<file path="src/rtl/fifo_pack_reader_if.sv">
// Bundle between fifo_pack_reader and its neighbours: the async FIFO read port plus the packed
// valid/ready output stream. m_chksum exists only when FIFO_PACK_CHKSUM_EN is defined.
interface fifo_pack_reader_if #(
  parameter int WIDTH = 8,
  parameter int PACK  = 4
) ();
  logic                    fifo_empty;
  logic                    fifo_rd_EN;
  logic [WIDTH-1:0]        fifo_data_out;
  logic                    fifo_Dout_valid;
  logic [WIDTH*PACK-1:0]   m_data;
  logic [PACK-1:0]         m_keep;
  logic                    m_valid;
  logic                    m_ready;
`ifdef FIFO_PACK_CHKSUM_EN
  logic [WIDTH-1:0]        m_chksum;
`endif

  // Handshake: a word transfers on a rising clk edge where m_valid && m_ready are both high;
  // m_valid never drops and m_data/m_keep never change until that transfer happens.
  modport master (
    input  fifo_empty, fifo_data_out, fifo_Dout_valid, m_ready,
    output fifo_rd_EN, m_data, m_keep, m_valid
`ifdef FIFO_PACK_CHKSUM_EN
    , output m_chksum
`endif
  );

  modport slave (
    output fifo_empty, fifo_data_out, fifo_Dout_valid, m_ready,
    input  fifo_rd_EN, m_data, m_keep, m_valid
`ifdef FIFO_PACK_CHKSUM_EN
    , input m_chksum
`endif
  );
endinterface

</file>
<file path="src/rtl/fifo_pack_reader.sv">
// Read-domain FIFO consumer: packs PACK entries into one output word, with flush for partial words.
// Optional FIFO_PACK_CHKSUM_EN adds m_chksum, the mod-2^WIDTH sum of the valid lanes.
module fifo_pack_reader #(
  parameter int WIDTH = 8,
  parameter int PACK  = 4
) (
  input  logic clk,
  input  logic rst_n,
  input  logic flush,
  output logic err,
  output logic state_dbg,
  fifo_pack_reader_if.master bus
);

  localparam int CW = $clog2(PACK + 1);
  localparam int LW = $clog2(PACK);

  typedef enum logic {FILL = 1'b0, HOLD = 1'b1} state_t;

  state_t        state;
  logic [CW-1:0] issued_cnt;
  logic [CW-1:0] cap_cnt;
  logic          flush_pend;
  logic          armed;
  logic          capture;
  logic          last_lane;
  logic          nothing_started;

  assign state_dbg       = (state == HOLD);
  assign bus.fifo_rd_EN  = (state == FILL) && !bus.fifo_empty && !flush_pend &&
                           (issued_cnt < CW'(PACK));
  assign capture         = (state == FILL) && bus.fifo_Dout_valid && (cap_cnt < issued_cnt);
  assign last_lane       = capture && (cap_cnt == CW'(PACK - 1));
  assign nothing_started = (cap_cnt == '0) && (issued_cnt == '0);

  always_ff @(posedge clk) begin
    if (!rst_n) begin
      state       <= FILL;
      issued_cnt  <= '0;
      cap_cnt     <= '0;
      flush_pend  <= 1'b0;
      armed       <= 1'b0;
      err         <= 1'b0;
      bus.m_valid <= 1'b0;
      bus.m_data  <= '0;
      bus.m_keep  <= '0;
`ifdef FIFO_PACK_CHKSUM_EN
      bus.m_chksum <= '0;
`endif
    end else begin
      // armed stays low for the first clk out of reset so a straggling read is not an error
      armed <= 1'b1;
      if (armed && bus.fifo_Dout_valid && (cap_cnt == issued_cnt)) begin
        err <= 1'b1;
      end
      if (bus.fifo_rd_EN) begin
        issued_cnt <= issued_cnt + CW'(1);
      end

      case (state)
        FILL: begin
          if (capture) begin
            bus.m_data[WIDTH*int'(cap_cnt[LW-1:0]) +: WIDTH] <= bus.fifo_data_out;
            bus.m_keep[cap_cnt[LW-1:0]]                      <= 1'b1;
            cap_cnt                                          <= cap_cnt + CW'(1);
`ifdef FIFO_PACK_CHKSUM_EN
            bus.m_chksum <= bus.m_chksum + bus.fifo_data_out;
`endif
          end
          // A full word wins over any flush arriving in the same cycle.
          if (last_lane) begin
            state       <= HOLD;
            bus.m_valid <= 1'b1;
            flush_pend  <= 1'b0;
          end else if (flush_pend) begin
            if (cap_cnt == issued_cnt) begin
              state       <= HOLD;
              bus.m_valid <= 1'b1;
            end
          end else if (flush && !nothing_started) begin
            flush_pend <= 1'b1;
          end
        end

        HOLD: begin
          if (bus.m_ready) begin
            state       <= FILL;
            bus.m_valid <= 1'b0;
            issued_cnt  <= '0;
            cap_cnt     <= '0;
            flush_pend  <= 1'b0;
            bus.m_data  <= '0;
            bus.m_keep  <= '0;
`ifdef FIFO_PACK_CHKSUM_EN
            bus.m_chksum <= '0;
`endif
          end
        end

        default: state <= FILL;
      endcase
    end
  end

endmodule
</file>
<file path="src/flat_wrapper.sv">
// flat-port wrapper written by rule: the top's interface ports become plain ports
module fifo_pack_reader_flat 
#(
  parameter int WIDTH = 8,
  parameter int PACK  = 4
)
  (clk, rst_n, flush, err, state_dbg, bus_fifo_empty, bus_fifo_data_out, bus_fifo_Dout_valid, bus_m_ready, bus_fifo_rd_EN, bus_m_data, bus_m_keep, bus_m_valid);
  fifo_pack_reader_if #(.WIDTH(WIDTH), .PACK(PACK)) bus_i ();
  input  logic clk;
  input  logic rst_n;
  input  logic flush;
  output logic err;
  output logic state_dbg;
  input wire logic [$bits(bus_i.fifo_empty)-1:0] bus_fifo_empty;
  input wire logic [$bits(bus_i.fifo_data_out)-1:0] bus_fifo_data_out;
  input wire logic [$bits(bus_i.fifo_Dout_valid)-1:0] bus_fifo_Dout_valid;
  input wire logic [$bits(bus_i.m_ready)-1:0] bus_m_ready;
  output wire logic [$bits(bus_i.fifo_rd_EN)-1:0] bus_fifo_rd_EN;
  output wire logic [$bits(bus_i.m_data)-1:0] bus_m_data;
  output wire logic [$bits(bus_i.m_keep)-1:0] bus_m_keep;
  output wire logic [$bits(bus_i.m_valid)-1:0] bus_m_valid;
  assign bus_i.fifo_empty = bus_fifo_empty;
  assign bus_i.fifo_data_out = bus_fifo_data_out;
  assign bus_i.fifo_Dout_valid = bus_fifo_Dout_valid;
  assign bus_i.m_ready = bus_m_ready;
  assign bus_fifo_rd_EN = bus_i.fifo_rd_EN;
  assign bus_m_data = bus_i.m_data;
  assign bus_m_keep = bus_i.m_keep;
  assign bus_m_valid = bus_i.m_valid;
  fifo_pack_reader #(.WIDTH(WIDTH), .PACK(PACK)) u_core (.clk(clk), .rst_n(rst_n), .flush(flush), .err(err), .state_dbg(state_dbg), .bus(bus_i));
endmodule
</file>
<file path="config.mk">
export PLATFORM = sky130hd
export DESIGN_NAME = fifo_pack_reader_flat
export DESIGN_NICKNAME = d
export VERILOG_FILES = /design/src/rtl/fifo_pack_reader_if.sv /design/src/rtl/fifo_pack_reader.sv /design/src/flat_wrapper.sv
export SDC_FILE = /design/constraint.sdc
export NUM_CORES = 1
export LEC_CHECK = 0
export ABC_AREA = 1
export CAP_MARGIN = 40
export CORE_ASPECT_RATIO = 1.25
export CORE_MARGIN = 2
export CORE_UTILIZATION = 57
export CTS_BUF_LIST = sky130_fd_sc_hd__clkbuf_2
export DETAILED_ROUTE_END_ITERATION = 16
export GPL_TIMING_DRIVEN = 0
export PLACE_DENSITY = 0.88
export SYNTH_ARGS = -nofsm -noshare
export SYNTH_HDL_FRONTEND = slang
export SYNTH_SLANG_ARGS = --single-unit
</file>
<file path="constraint.sdc">
create_clock -name clk -period 3.1 [get_ports clk]
set_input_delay 0.31 -clock clk [delete_from_list [all_inputs] [get_ports clk]]
set_output_delay 0.31 -clock clk [all_outputs]
set_load 0.005 [all_outputs]
</file>
# ---- After elaboration in Yosys (flattened, before gate mapping)
# Cells that the tools add are included.
dict set report op_classes {
  addsub 3
  order_cmp 4
  n_eq_ne 6
  shift 2
  mux 30
  bitwise_logic 2
  n_reduce_logical 18
}
# cell count
set op_table {}
lappend op_table {{$mux W32} 2}
lappend op_table {{$pmux W32 S2} 1}
lappend op_table {{$neg A5 Y33} 1}
lappend op_table {{$shift A8 B33 Y32 const A} 1}
lappend op_table {{$shiftx A8 B33 Y32} 1}
lappend op_table {{$bwmux W32} 1}
lappend op_table {{$mux W3} 5}
lappend op_table {{$mux W1} 13}
lappend op_table {{$logic_and A1 B1 Y1} 11}
lappend op_table {{$mux W4} 2}
lappend op_table {{$pmux W4 S2} 1}
lappend op_table {{$add A3 B1 Y3 const B} 2}
lappend op_table {{$logic_not A3 Y1} 2}
lappend op_table {{$pmux W1 S2} 3}
lappend op_table {{$pmux W3 S2} 1}
lappend op_table {{$or A4 B4 Y4} 1}
lappend op_table {{$eq A3 B2 Y1 const B} 1}
lappend op_table {{$eq A3 B3 Y1} 1}
lappend op_table {{$logic_not A1 Y1} 3}
lappend op_table {{$lt A2 B3 Y1 const B} 1}
lappend op_table {{$lt A3 B3 Y1} 1}
lappend op_table {{$lt A3 B3 Y1 const B} 1}
lappend op_table {{$ne A3 B1 Y1 const B} 1}
lappend op_table {{$ne A3 B2 Y1 const B} 1}
lappend op_table {{other kinds (7)} 7}
dict set report word_totals {
  regBits 47
  input_bits 14
}

# ---- Logic depth before layout (Yosys ltp)
# Gate-level depths: netlist of run 1.
dict set report depth {
  depth_word 8
  depth_mapped 11
}

# ---- Worst setup path before layout of run 1
# No wires, ideal clock.
dict set report synth_path {
  path_type {register to register}
  start {reg u_core.cap_cnt[0]}
  end {reg u_core.bus.m_data[22]}
  setup_time_ps 114
  arrival_ps 1588
  required_ps 2986
  setup_slack_ps 1398
  stages_incl_launch_ff 11
  path_cell_list {dfxtp_1 > buf_2 > inv_1 > ha_1 > inv_1 > nand3_4 > nand3_2 > nand2_4 > buf_6 > nor2_1 > nor2_2}
}
dict set report synth_between {
  elab_chain_len 5
  elab_cells_between_ends 10
}
# item line_no
set synth_rtl {}
lappend synth_rtl {{start: declaration} fifo_pack_reader.sv:22} ;# logic [CW-1:0] cap_cnt;
lappend synth_rtl {{start signal: assignment} fifo_pack_reader.sv:65} ;# cap_cnt <= cap_cnt + CW'(1);
lappend synth_rtl {{$neg A5 Y33} fifo_pack_reader.sv:63} ;# bus.m_data[WIDTH*int'(cap_cnt[LW-1:0]) +: WIDTH] <= bus.fifo_data_out;
lappend synth_rtl {{$shiftx A8 B33 Y32 / $shift A8 B33 Y32 (equally long branches)} fifo_pack_reader.sv:63}
lappend synth_rtl {{$bwmux W32} fifo_pack_reader.sv:63}
lappend synth_rtl {{$mux W32} fifo_pack_reader.sv:62} ;# if (capture) begin
lappend synth_rtl {{$pmux W32 S2} fifo_pack_reader.sv:60} ;# case (state)
lappend synth_rtl {{end signal: indexed assignment} fifo_pack_reader.sv:63}
lappend synth_rtl {{end: declaration} fifo_pack_reader_if.sv:23} ;# output fifo_rd_EN, m_data, m_keep, m_valid
# Parallel ways exist; a longest one is shown, timed or not. The select of a mux whose other input is x is not followed.
# A chain may end at the register's enable or synchronous reset.

# ---- Worst setup path in the final report of run 1
dict set report layout_path {
  start {reg u_core.state, in the netlist u_core.state_dbg}
  end {out bus_fifo_rd_EN}
}
dict set report layout_between {
  elab_chain_len 4
}
# item line_no
set layout_rtl {}
lappend layout_rtl {{start: declaration} fifo_pack_reader.sv:20} ;# state_t state;
lappend layout_rtl {{start signal: assignment} fifo_pack_reader.sv:38} ;# state <= FILL;
lappend layout_rtl {{start signal: assignment} fifo_pack_reader.sv:72} ;# state <= HOLD;
lappend layout_rtl {{start signal: assignment} fifo_pack_reader.sv:77} ;# state <= HOLD;
lappend layout_rtl {{$not A1 Y1} fifo_pack_reader.sv:30} ;# assign bus.fifo_rd_EN = (state == FILL) && !bus.fifo_empty && !flush_pend &&
lappend layout_rtl {{$logic_and A1 B1 Y1 (3 in a row)} fifo_pack_reader.sv:30}
lappend layout_rtl {{end: declaration} flat_wrapper.sv:18} ;# output wire logic [$bits(bus_i.fifo_rd_EN)-1:0] bus_fifo_rd_EN;
# Every way passes these cells.

==> impl_results.md, run 1 <==
* Fraction of synthesized cell area taken by the top area cell type at a little under two fifths
* Clock root cell: clkbuf_2
* CTS tree: built
* HPWL Detailed at 4.73 mm
* Synthesized area at 2520 sq um
* Initial Utilization at 58.2%
* Initial antenna violation count at 0
* Total CTS buffers at 5
* Internal Dissipation at 1170 uW
* Total setup buffers inserted after CTS at 0
* F_max at 470 MHz
* First-pass GRT wire length at 10.1 mm
* GR Util met1 at between 20% and 30%
* Clk pin slew, worst setup/hold paths at about 0.21 ns
* Syn nets at 383
* Combinational Power Share at 45.5%
* Status: finished, final reports clean
* CP max FO at 7
* Max Cap Viol at 0
* Post-synthesis sequential area ratio at roughly 37%
* Layout cells sized above 1 at a little under a tenth
* Yosys cell types at 27
* Largest stage delay, worst path at approximately 0.5 ns
* Vias at 2449
* DRC Markers at 0
* Clock power frac at 13.3%
* Sw Pwr at 725 uW
* Pin count of the biggest net entering global routing at 15
* WL final at 6.02 mm
* Post-place setup slack at between 1 and 1.5 ns
* RSZ-0062 raised after global routing: no
* Final Setup Violations at 0
* Synth Area per Inst at 7.03 sq um
* Grt total ovfl at 0
* Synth area leaders: dfxtp_1, nor2_1, nand2_1, nand3_1, inv_1
* Worst EP required at 2.79 ns
* # IOs at 54
* # rows at 27
* Via/cell ratio at between 5 and 6
* Startpoint Class: flip-flop
* Clock buffer depth at 2
* Post-synth top area cell: dfxtp_1
* VDD IR-drop max at 0.000469 V
* CP max-delay cell: clkdlybuf4s50_1
* Core area at 4320 sq um
* Fin nets at 443
* DRT iter0 DRCs at about 130
* Grt met3 use at 3.44%
* Clock skew at around 0.017 ns
* # port buffers at 53
* Worst-Skew Late Latency at around 0.42 ns
* Crit-path cells: buf_6 -> inv_2 -> nand4_1 -> inv_1 -> clkdlybuf4s50_1
* Tcrit/Tclk final at between 60% and 70%
* Final Hold Viols at 0
* Tmin final at 2.13 ns
* Antenna Cells at 0
* Type of the worst setup path: reg -> out
* Drt wl/cell at 12.6 um
* Post-Synthesis Cells at 358
* Detailed Routing Iterations Pass 1 at 5
* Detail Route Antenna Nets at 0
* Setup crit end kind: output pin
* GRT met2 Usage at approximately 47%
* Vias in the first global route at 2355
* Clk sinks at 47
* # H-tree levels at 2
* Hold Crit Class: in -> reg
* Final design area excluding fillers at about 3200 sq um
* Reg power frac at 41.2%
* Die ar. at between 4000 and 5000 sq um
* Max_slew headroom at 68.5%
* Setup TNS at 0 ns
* DIE HEIGHT at 78.3 um
* Yosys synthesis warning count at 0
* RD Place Congestion at 0.949
* PwrDens at 598 nW/um^2
* Seq cells post-synth at 47
* CTS resizes at 0
* CTS Hold Buffers Added at 0
* GRT Resource Usage Total at about a quarter
* Worst endpoint data arrival time at 1.82 ns
* Pleak at 0.00143 uW
* Switching part of the total at 38.4%
* Post-route setup slack at 0.974 ns
* Synth-to-Final Area Change at 25.6%
* Layout filler cell count at slightly below 400
* Die width at 63.4 um
* Most crowded layer after global routing: met2
* Final Max Tran Viols at 0
* Post-DP Area at ~3100 sq um
* Tightest Pin Transition at 0.472 ns
-- per-layer routing --
metal	vias up	share of wire, %
li1	1259	-
met1	1102	40
met2	75	53
met3	13	4.6
met4	0	2.5
met5	-	0
-- metrics by stage --
stage,utilization (%),instances,hold WS [ns],power [uW]
2_1_floorplan,-,358,0.338,1320
3_3_place_gp,72.2,469,0.447,1620
3_5_place_dp,72.2,469,0.459,1650
4_1_cts,73.1,477,0.418,1890
5_1_grt,73.1,477,0.435,2030
6_report,73.1,477,0.428,1890
-- worst max-delay path, delay by kind of cell (launching register included) --
family | cells | cell delay (ns)
buf+inv | 4 | 0.86
flops | 1 | 0.37
simple gates | 1 | 0.18
-- cells by family after synthesis --
logic type | synth area share, %
simple gates | 37.7
buf+inv | 11.7
flops | 37.4
compound gates | 7.75
fa+ha+maj | 5.47
-- cell usage in the layout, fill, tap and decap left out, drive strengths merged --
| cell type | synthesis | final |
|---|---|---|
| clkinv | 0 | 1 |
| a21oi | 34 | 34 |
| buf | 12 | 12 |
| nor2 | 76 | 76 |
| a31oi | 1 | 1 |
| and3 | 1 | 1 |
| ha | 11 | 11 |
| nand2 | 58 | 58 |
| nand4 | 16 | 16 |
| or2 | 2 | 2 |
| clkbuf | 4 | 10 |
| nand3 | 43 | 43 |
| a211oi | 1 | 1 |
| nand3b | 1 | 1 |
| inv | 51 | 51 |
| clkdlybuf4s50 | 0 | 53 |
| clkinvlp | 0 | 1 |
| dfxtp | 47 | 47 |
-- state kept, by name, summed over array words and instances, names as in the netlist --
| name | cells |
|---|---|
| u_core.state_dbg | 1 |
| u_core.cap_cnt | 3 |
| u_core.flush_pend | 1 |
| u_core.bus.m_data | 32 |
| u_core.issued_cnt | 3 |
| u_core.bus.m_keep | 4 |
| u_core.err | 1 |
| u_core.bus.m_valid | 1 |
| u_core.armed | 1 |
-- cell type report --
type	instances	area, sq um	area share, %
multi-input cells	244	1280	40.5
flip-flops and latches	47	941	29.7
repair buffers	53	531	16.8
inverters	51	191	6.05
plain buffers	16	103	3.24
well taps	58	72.6	2.29
clock buffers	6	30.0	0.949
clock inverters	2	12.5	0.396
-- worst paths after layout --
check / start / end / slack [ns] / cells after the start
worst max-delay path: u_core.state_dbg / bus_fifo_rd_EN / 0.97 / 5
worst min-delay path: rst_n / u_core.armed / 0.43 / 1
worst max register to register: u_core.cap_cnt[0] / u_core.bus.m_data[11] / 0.99 / 9
worst min register to register: u_core.bus.m_data[18] / u_core.bus.m_data[18] / 0.50 / 2
-- synthesized netlist by cell type --
master / count
nor2_1: 71
nand2_1: 55
inv_1: 48
dfxtp_1: 47
nand3_1: 40
a21oi_1: 33
nand4_1: 14
ha_1: 11
buf_2: 7
buf_6: 4
clkbuf_1: 4
inv_2: 3
nor2_4: 3
nand2_2: 2
nand3_2: 2
nand4_4: 2
nor2_2: 2
a211oi_1: 1
a21oi_4: 1
a31oi_1: 1
and3_1: 1
buf_4: 1
nand2_4: 1
nand3_4: 1
nand3b_4: 1
or2_0: 1
or2_1: 1
-- power by group through the flow --
stage,Clock (uW),Combinational (uW),Sequential [uW]
finish,251,860,779
global route,280,955,796
global placement,0,829,788
detailed placement,0,853,793
floorplan,0,529,795
CTS,252,860,779
Note: power is estimated with default switching activity, not from simulation.
==> run 2, diff against run 1 <==
--- a/config.mk
+++ b/config.mk
@@ -9,11 +9,11 @@
 export CAP_MARGIN = 40
 export CORE_ASPECT_RATIO = 1.25
 export CORE_MARGIN = 2
-export CORE_UTILIZATION = 57
+export CORE_UTILIZATION = 53
 export CTS_BUF_LIST = sky130_fd_sc_hd__clkbuf_2
 export DETAILED_ROUTE_END_ITERATION = 16
 export GPL_TIMING_DRIVEN = 0
-export PLACE_DENSITY = 0.88
+export PLACE_DENSITY = 0.83
 export SYNTH_ARGS = -nofsm -noshare
 export SYNTH_HDL_FRONTEND = slang
 export SYNTH_SLANG_ARGS = --single-unit
==> constraint.sdc (replaced) <==
create_clock -name clk -period 2.2 [get_ports clk]
set_input_delay 0.22 -clock clk [delete_from_list [all_inputs] [get_ports clk]]
set_output_delay 0.22 -clock clk [all_outputs]
set_load 0.005 [all_outputs]
==> impl_results.md, run 2 (synthesized netlist as in run 1, its figures left out) <==
* Status: finished, final reports clean (unchanged)
* CP max FO at 7 (unchanged)
* Largest reg by FF count: u_core.bus.m_data (unchanged)
* Worst hold margin at 0.294 ns (was 0.428 ns)
* DRC Markers at 0 (unchanged)
* CTS tree: built (unchanged)
* Final Hold Viols at 0 (unchanged)
* Total CTS buffers at 5 (unchanged)
* CP max-delay cell: clkdlybuf4s50_1 (unchanged)
* Post-place setup slack at 0.178 ns (was 1.09 ns)
* Initial antenna violation count at 0 (unchanged)
* # IOs at 54 (unchanged)
* Clock buffer depth at 2 (unchanged)
* Grt total ovfl at 0 (unchanged)
* Most common cell after layout, fill and taps aside: nor2_1 (unchanged)
* # rows at 28 (was 27)
* Reg power frac at 41.0% (was 41.2%)
* Clock power frac at 13.4% (was 13.3%)
* Post-route setup slack at 0.179 ns (was 0.974 ns)
* Synth-to-Final Area Change at 26.0% (was 25.6%)
* Core area at 4660 sq um (was 4320 sq um)
* Final Power at 2680 uW (was 1890 uW)
* PwrDens at 844 nW/um^2 (was 598 nW/um^2)
* GRT Resource Usage Total at 24.9% (was 25.5%)
* Final Setup Violations at 0 (unchanged)
* Drt wl/cell at 12.8 um (was 12.6 um)
* Worst-Skew Late Latency at 0.46 ns (was 0.42 ns)
* Pleak at 0.00143 uW (about the same)
* Type of the worst setup path: reg -> out (unchanged)
* CTS Hold Buffers Added at 0 (unchanged)
* Number of flip-flops in the largest register at 32 (unchanged)
* Tcrit/Tclk final at about nine tenths
* Initial Utilization at 54.0% (was 58.2%)
* Sw Pwr at 1040 uW (was 725 uW)
* Commonest cells after routing, fill and taps aside: nor2_1, nand2_1, clkdlybuf4s50_1 (unchanged)
* Vias at 2424 (was 2449)
* Clk sinks at 47 (unchanged)
* Layout cells sized above 1 at 9.05% (was 9.07%)
* # port buffers at 53 (unchanged)
* Tmin final at between 2 and 2.5 ns
* Tightest Pin Transition at 0.505 ns (was 0.472 ns)
* F_max at between 400 and 500 MHz
* # H-tree levels at 2 (unchanged)
* Hold Crit Class: in -> reg (unchanged)
* Vias in the first global route at 2286 (was 2355)
* Detailed Routing Iterations Pass 1 at 4 (was 5)
* Internal Dissipation at 1640 uW (was 1170 uW)
* Max Cap Viol at 0 (unchanged)
* Via/cell ratio at 5.05 (was 5.13)
* Switching part of the total at 38.8% (was 38.4%)
* WL final at 6.13 mm (was 6.02 mm)
* Bufs and invs on worst path at 4 (unchanged)
* Die width at 65.6 um (was 63.4 um)
* HPWL Detailed at 4.79 mm (was 4.73 mm)
* Top Registers: u_core.bus.m_data: 32 flops, u_core.bus.m_keep: 4 flops (unchanged)
* VDD IR-drop max at 0.000627 V (was 0.000469 V)
* Combinational Power Share at 45.6% (was 45.5%)
* Detail Route Antenna Nets at 0 (unchanged)
* Pin count of the biggest net entering global routing at 15 (unchanged)
* Die ar. at 5320 sq um (was 4970 sq um)
* DRT iter0 DRCs at 79 (was 131)
* Clk pin slew, worst setup/hold paths at 0.23 ns (was 0.21 ns)
* Antenna Cells at 0 (unchanged)
* Setup crit end kind: output pin (unchanged)
* Worst EP required at 1.98 ns (was 2.79 ns)
* Worst endpoint data arrival time at 1.80 ns (was 1.82 ns)
* Largest stage delay, worst path at 0.50 ns (about the same)
* Post-DP Area at 3120 sq um (about the same)
* Final Max Tran Viols at 0 (unchanged)
* Startpoint Class: flip-flop (unchanged)
* Crit-path cells: buf_6 -> inv_2 -> nand4_1 -> inv_1 -> clkdlybuf4s50_1 (unchanged)
* Clock root cell: clkbuf_2 (unchanged)
* RSZ-0062 raised after global routing: no (unchanged)
* Clock skew at 0.0328 ns (was 0.0173 ns)
* Fin nets at 444 (was 443)
* Crit path max-delay family: buffers and inverters (unchanged)
* Setup TNS at 0 ns (unchanged)
* RD Place Congestion at 0.859 (was 0.949)
* Max_slew headroom at 66.4% (was 68.5%)
* First-pass GRT wire length at 10.1 mm (about the same)
* Final design area excluding fillers at 3170 sq um (was 3160 sq um)
* DIE HEIGHT at 81.1 um (was 78.3 um)
[run 2: area by class of cell]
| class | count | area [sq um] |
|---|---|---|
| inverter | 51 | 191 |
| timing repair buffer | 54 | 538 |
| sequential | 47 | 942 |
| multi-input combinational | 244 | 1280 |
| clock buffer | 5 | 25.0 |
| fill | 425 | 1490 |
| tap | 60 | 75.1 |
| clock inverter | 3 | 15.0 |
| buffer | 16 | 103 |
[run 2: what timing repair did]
action                                  4_1_cts  5_1_grt
endpoints found under the setup margin        0        6
hold endpoints to repair                      0        0
resized for setup                             0        1
setup buffers                                 0        1
[run 2: layer usage]
metal  track usage [%]  up-vias  routed length [um]
met5                 0        -                   0
met4              11.5        0                 174
met3              4.85       17                 234
met2              47.3       67                3160
met1              26.0     1077                2560
li1                  -     1263                   -
[run 2: power groups by stage]
stage	Sequential, uW	Combinational (uW)	Clock [uW]
floorplan	1120	745	0
global placement	1110	1190	0
detailed placement	1120	1210	0
CTS	1100	1220	365
global route	1110	1370	395
finish	1100	1220	358
[run 2: final timing paths]
check,from,endpoint,slack (ns),cells after the start
worst max-delay path,u_core.state_dbg,bus_fifo_rd_EN,0.18,5
worst min-delay path,rst_n,u_core.armed,0.29,1
worst min register to register,u_core.bus.m_data[20],u_core.bus.m_data[20],0.50,2
worst max register to register,u_core.cap_cnt[0],u_core.bus.m_data[12],0.18,9
[run 2: worst register-to-register path: stages (launching register included)]
cell     delay [ns]
dfxtp_2        0.45
buf_2          0.23
inv_1          0.13
ha_1           0.33
inv_2          0.15
buf_2          0.21
nand3_1        0.15
nor2_1         0.13
a21oi_1        0.06
nor2_1         0.11
[run 2: metrics by stage]
step,std cells,util (%)
6_report,480,68.1
4_1_cts,479,67.9
3_5_place_dp,471,67.0
3_3_place_gp,471,67.0
5_1_grt,480,68.1
2_1_floorplan,358,-
==> run 3, diff against run 2 <==
--- a/config.mk
+++ b/config.mk
@@ -8,7 +8,6 @@
 export ABC_AREA = 1
 export CAP_MARGIN = 40
 export CORE_ASPECT_RATIO = 1.25
-export CORE_MARGIN = 2
 export CORE_UTILIZATION = 53
 export CTS_BUF_LIST = sky130_fd_sc_hd__clkbuf_2
 export DETAILED_ROUTE_END_ITERATION = 16
==> impl_results.md, run 3 (synthesized netlist as in run 1, its figures left out) <==
* Status: finished, final reports clean (unchanged)
* Pin count of the biggest net entering global routing at 14 (was 15)
* Most common cell after layout, fill and taps aside: nor2_1 (unchanged)
* WL final at 6.04 mm (was 6.13 mm)
* First-pass GRT wire length at 10.2 mm (was 10.1 mm)
* Max Cap Viol at 0 (unchanged)
* Layout filler cell count at 412 (was 425)
* Clk pin slew, worst setup/hold paths at 0.22 ns (was 0.23 ns)
* Total CTS buffers at 5 (unchanged)
* Post-DP Area at 3120 sq um (about the same)
* Worst endpoint data arrival time at 1.86 ns (was 1.80 ns)
* CP max FO at 7 (unchanged)
* # H-tree levels at 2 (unchanged)
* Worst-Skew Late Latency at 0.44 ns (was 0.46 ns)
* Clock skew at 0.0160 ns (was 0.0328 ns)
* Number of flip-flops in the largest register at 32 (unchanged)
* Pleak at 0.00143 uW (about the same)
* Initial Utilization at 56.0% (was 54.0%)
* Layout cells sized above 1 at 8.83% (was 9.05%)
* F_max at 481 MHz (was 495 MHz)
* Detail Route Antenna Nets at 0 (unchanged)
* Top Registers: u_core.bus.m_data: 32 flops, u_core.bus.m_keep: 4 flops (unchanged)
* Die ar. at 5030 sq um (was 5320 sq um)
* Worst Hold Depth at 1 (unchanged)
* Worst EP required at 1.98 ns (about the same)
* Type of the worst setup path: reg -> out (unchanged)
* Tightest Pin Transition at 0.482 ns (was 0.505 ns)
* GRT Resource Usage Total at 26.0% (was 24.9%)
* Largest reg by FF count: u_core.bus.m_data (unchanged)
* Startpoint Class: flip-flop (unchanged)
* # port buffers at 53 (unchanged)
* Non-Filler Instances at 477 (was 480)
* Multi-input logic area at 1280 sq um (unchanged)
* Final Hold Viols at 0 (unchanged)
* Final Max Tran Viols at 0 (unchanged)
* CTS tree: built (unchanged)
* CTS Hold Buffers Added at 0 (unchanged)
* Final Setup Violations at 0 (unchanged)
* Core area at 4490 sq um (was 4660 sq um)
* # rows at 27 (was 28)
* Core Util, Final at 70.3% (was 68.1%)
* Commonest cells after routing, fill and taps aside: nor2_1, nand2_1, clkdlybuf4s50_1 (unchanged)
* Synth-to-Final Area Change at 25.5% (was 26.0%)
* Placed insts at 469 (was 471)
* Reg area at 942 sq um (unchanged)
* Final Power at 2670 uW (was 2680 uW)
* Grt total ovfl at 0 (unchanged)
* Final design area excluding fillers at 3160 sq um (was 3170 sq um)
* Clock root cell: clkbuf_2 (unchanged)
* R2R cell count at 9 (unchanged)
* RSZ-0062 raised after global routing: no (unchanged)
* Setup crit end kind: output pin (unchanged)
* Clk sinks at 47 (unchanged)
* Die width at 63.6 um (was 65.6 um)
* Fin nets at 443 (was 444)
* Antenna Cells at 0 (unchanged)
* Clock buffer depth at 2 (unchanged)
* Tcrit/Tclk final at 94.5% (was 91.9%)
* Tmin final at 2.08 ns (was 2.02 ns)
* Total setup buffers inserted after CTS at 0 (unchanged)
* Setup TNS at 0 ns (unchanged)
* HPWL Detailed at 4.67 mm (was 4.79 mm)
* Hold Crit Class: in -> reg (unchanged)
* PwrDens at 845 nW/um^2 (was 844 nW/um^2)
* Max_slew headroom at 67.9% (was 66.4%)
* Vias at 2419 (was 2424)
* # IOs at 54 (unchanged)
* DRC Markers at 0 (unchanged)
* RD Place Congestion at 0.882 (was 0.859)
* Drt wl/cell at 12.7 um (was 12.8 um)
* VDD IR-drop max at 0.000531 V (was 0.000627 V)
* Initial antenna violation count at 0 (unchanged)
* Via/cell ratio at 5.07 (was 5.05)
* Vias in the first global route at 2330 (was 2286)
* DIE HEIGHT at 79.1 um (was 81.1 um)
* Detailed Routing Iterations Pass 1 at 4 (unchanged)
* DRT iter0 DRCs at 109 (was 79)
run 3: cell types whose count changed in the layout (fill, tap and decap cells not counted), sizes merged:
cell      before  now
buf           13   12
clkbuf         9   10
clkinvlp       1    0
run 3: worst max-delay path, stage by stage, from the launching register on:
cell and delay, ns:
dfxtp_1 0.37, buf_6 0.14, inv_2 0.11, nand4_1 0.19, inv_1 0.12, clkdlybuf4s50_1 0.50
run 3: power breakdown:
group          leakage (uW)  internal [uW]  switching [uW]
registers          0.000383           1010            89.9
logic               0.00102            555             663
clock network     0.0000281           76.3             277
run 3: path summary, 6_finish.rpt:
path / from / endpoint / slack (ns)
setup / recovery: u_core.state_dbg / bus_fifo_rd_EN / 0.12
hold reg to reg: u_core.bus.m_data[18] / u_core.bus.m_data[18] / 0.50
hold / removal: rst_n / u_core.armed / 0.30
setup reg to reg: u_core.cap_cnt[0] / u_core.bus.m_data[11] / 0.22
run 3: metal layers:
layer | routed length (um) | track usage [%]
met2 | 2930 | 45.6
met5 | 0 | 0
met3 | 248 | 5.32
met1 | 2670 | 28.8
met4 | 199 | 15.0
run 3: cell type report:
| type | instances | area share [%] |
|---|---|---|
| Clock buffer | 6 | 0.950 |
| Multi-Input combinational cell | 244 | 40.6 |
| Inverter | 51 | 6.06 |
| Clock inverter | 2 | 0.238 |
| Timing Repair Buffer | 53 | 16.8 |
| Sequential cell | 47 | 29.8 |
| Buffer | 16 | 3.25 |
| Tap cell | 58 | 2.30 |
run 3: what timing repair did:
| action | 4_1_cts | 5_1_grt |
|---|---|---|
| resized for setup | 0 | 1 |
| setup endpoints to repair | 0 | 2 |
| endpoints found under the hold margin | 0 | 0 |
run 3: metrics by stage:
step | setup WS [ns] | hold WS (ns)
floorplan | 0.498 | 0.248
global placement | 0.222 | 0.447
detailed placement | 0.205 | 0.457
CTS | 0.124 | 0.297
global route | 0.0128 | 0.294
finish | 0.120 | 0.297
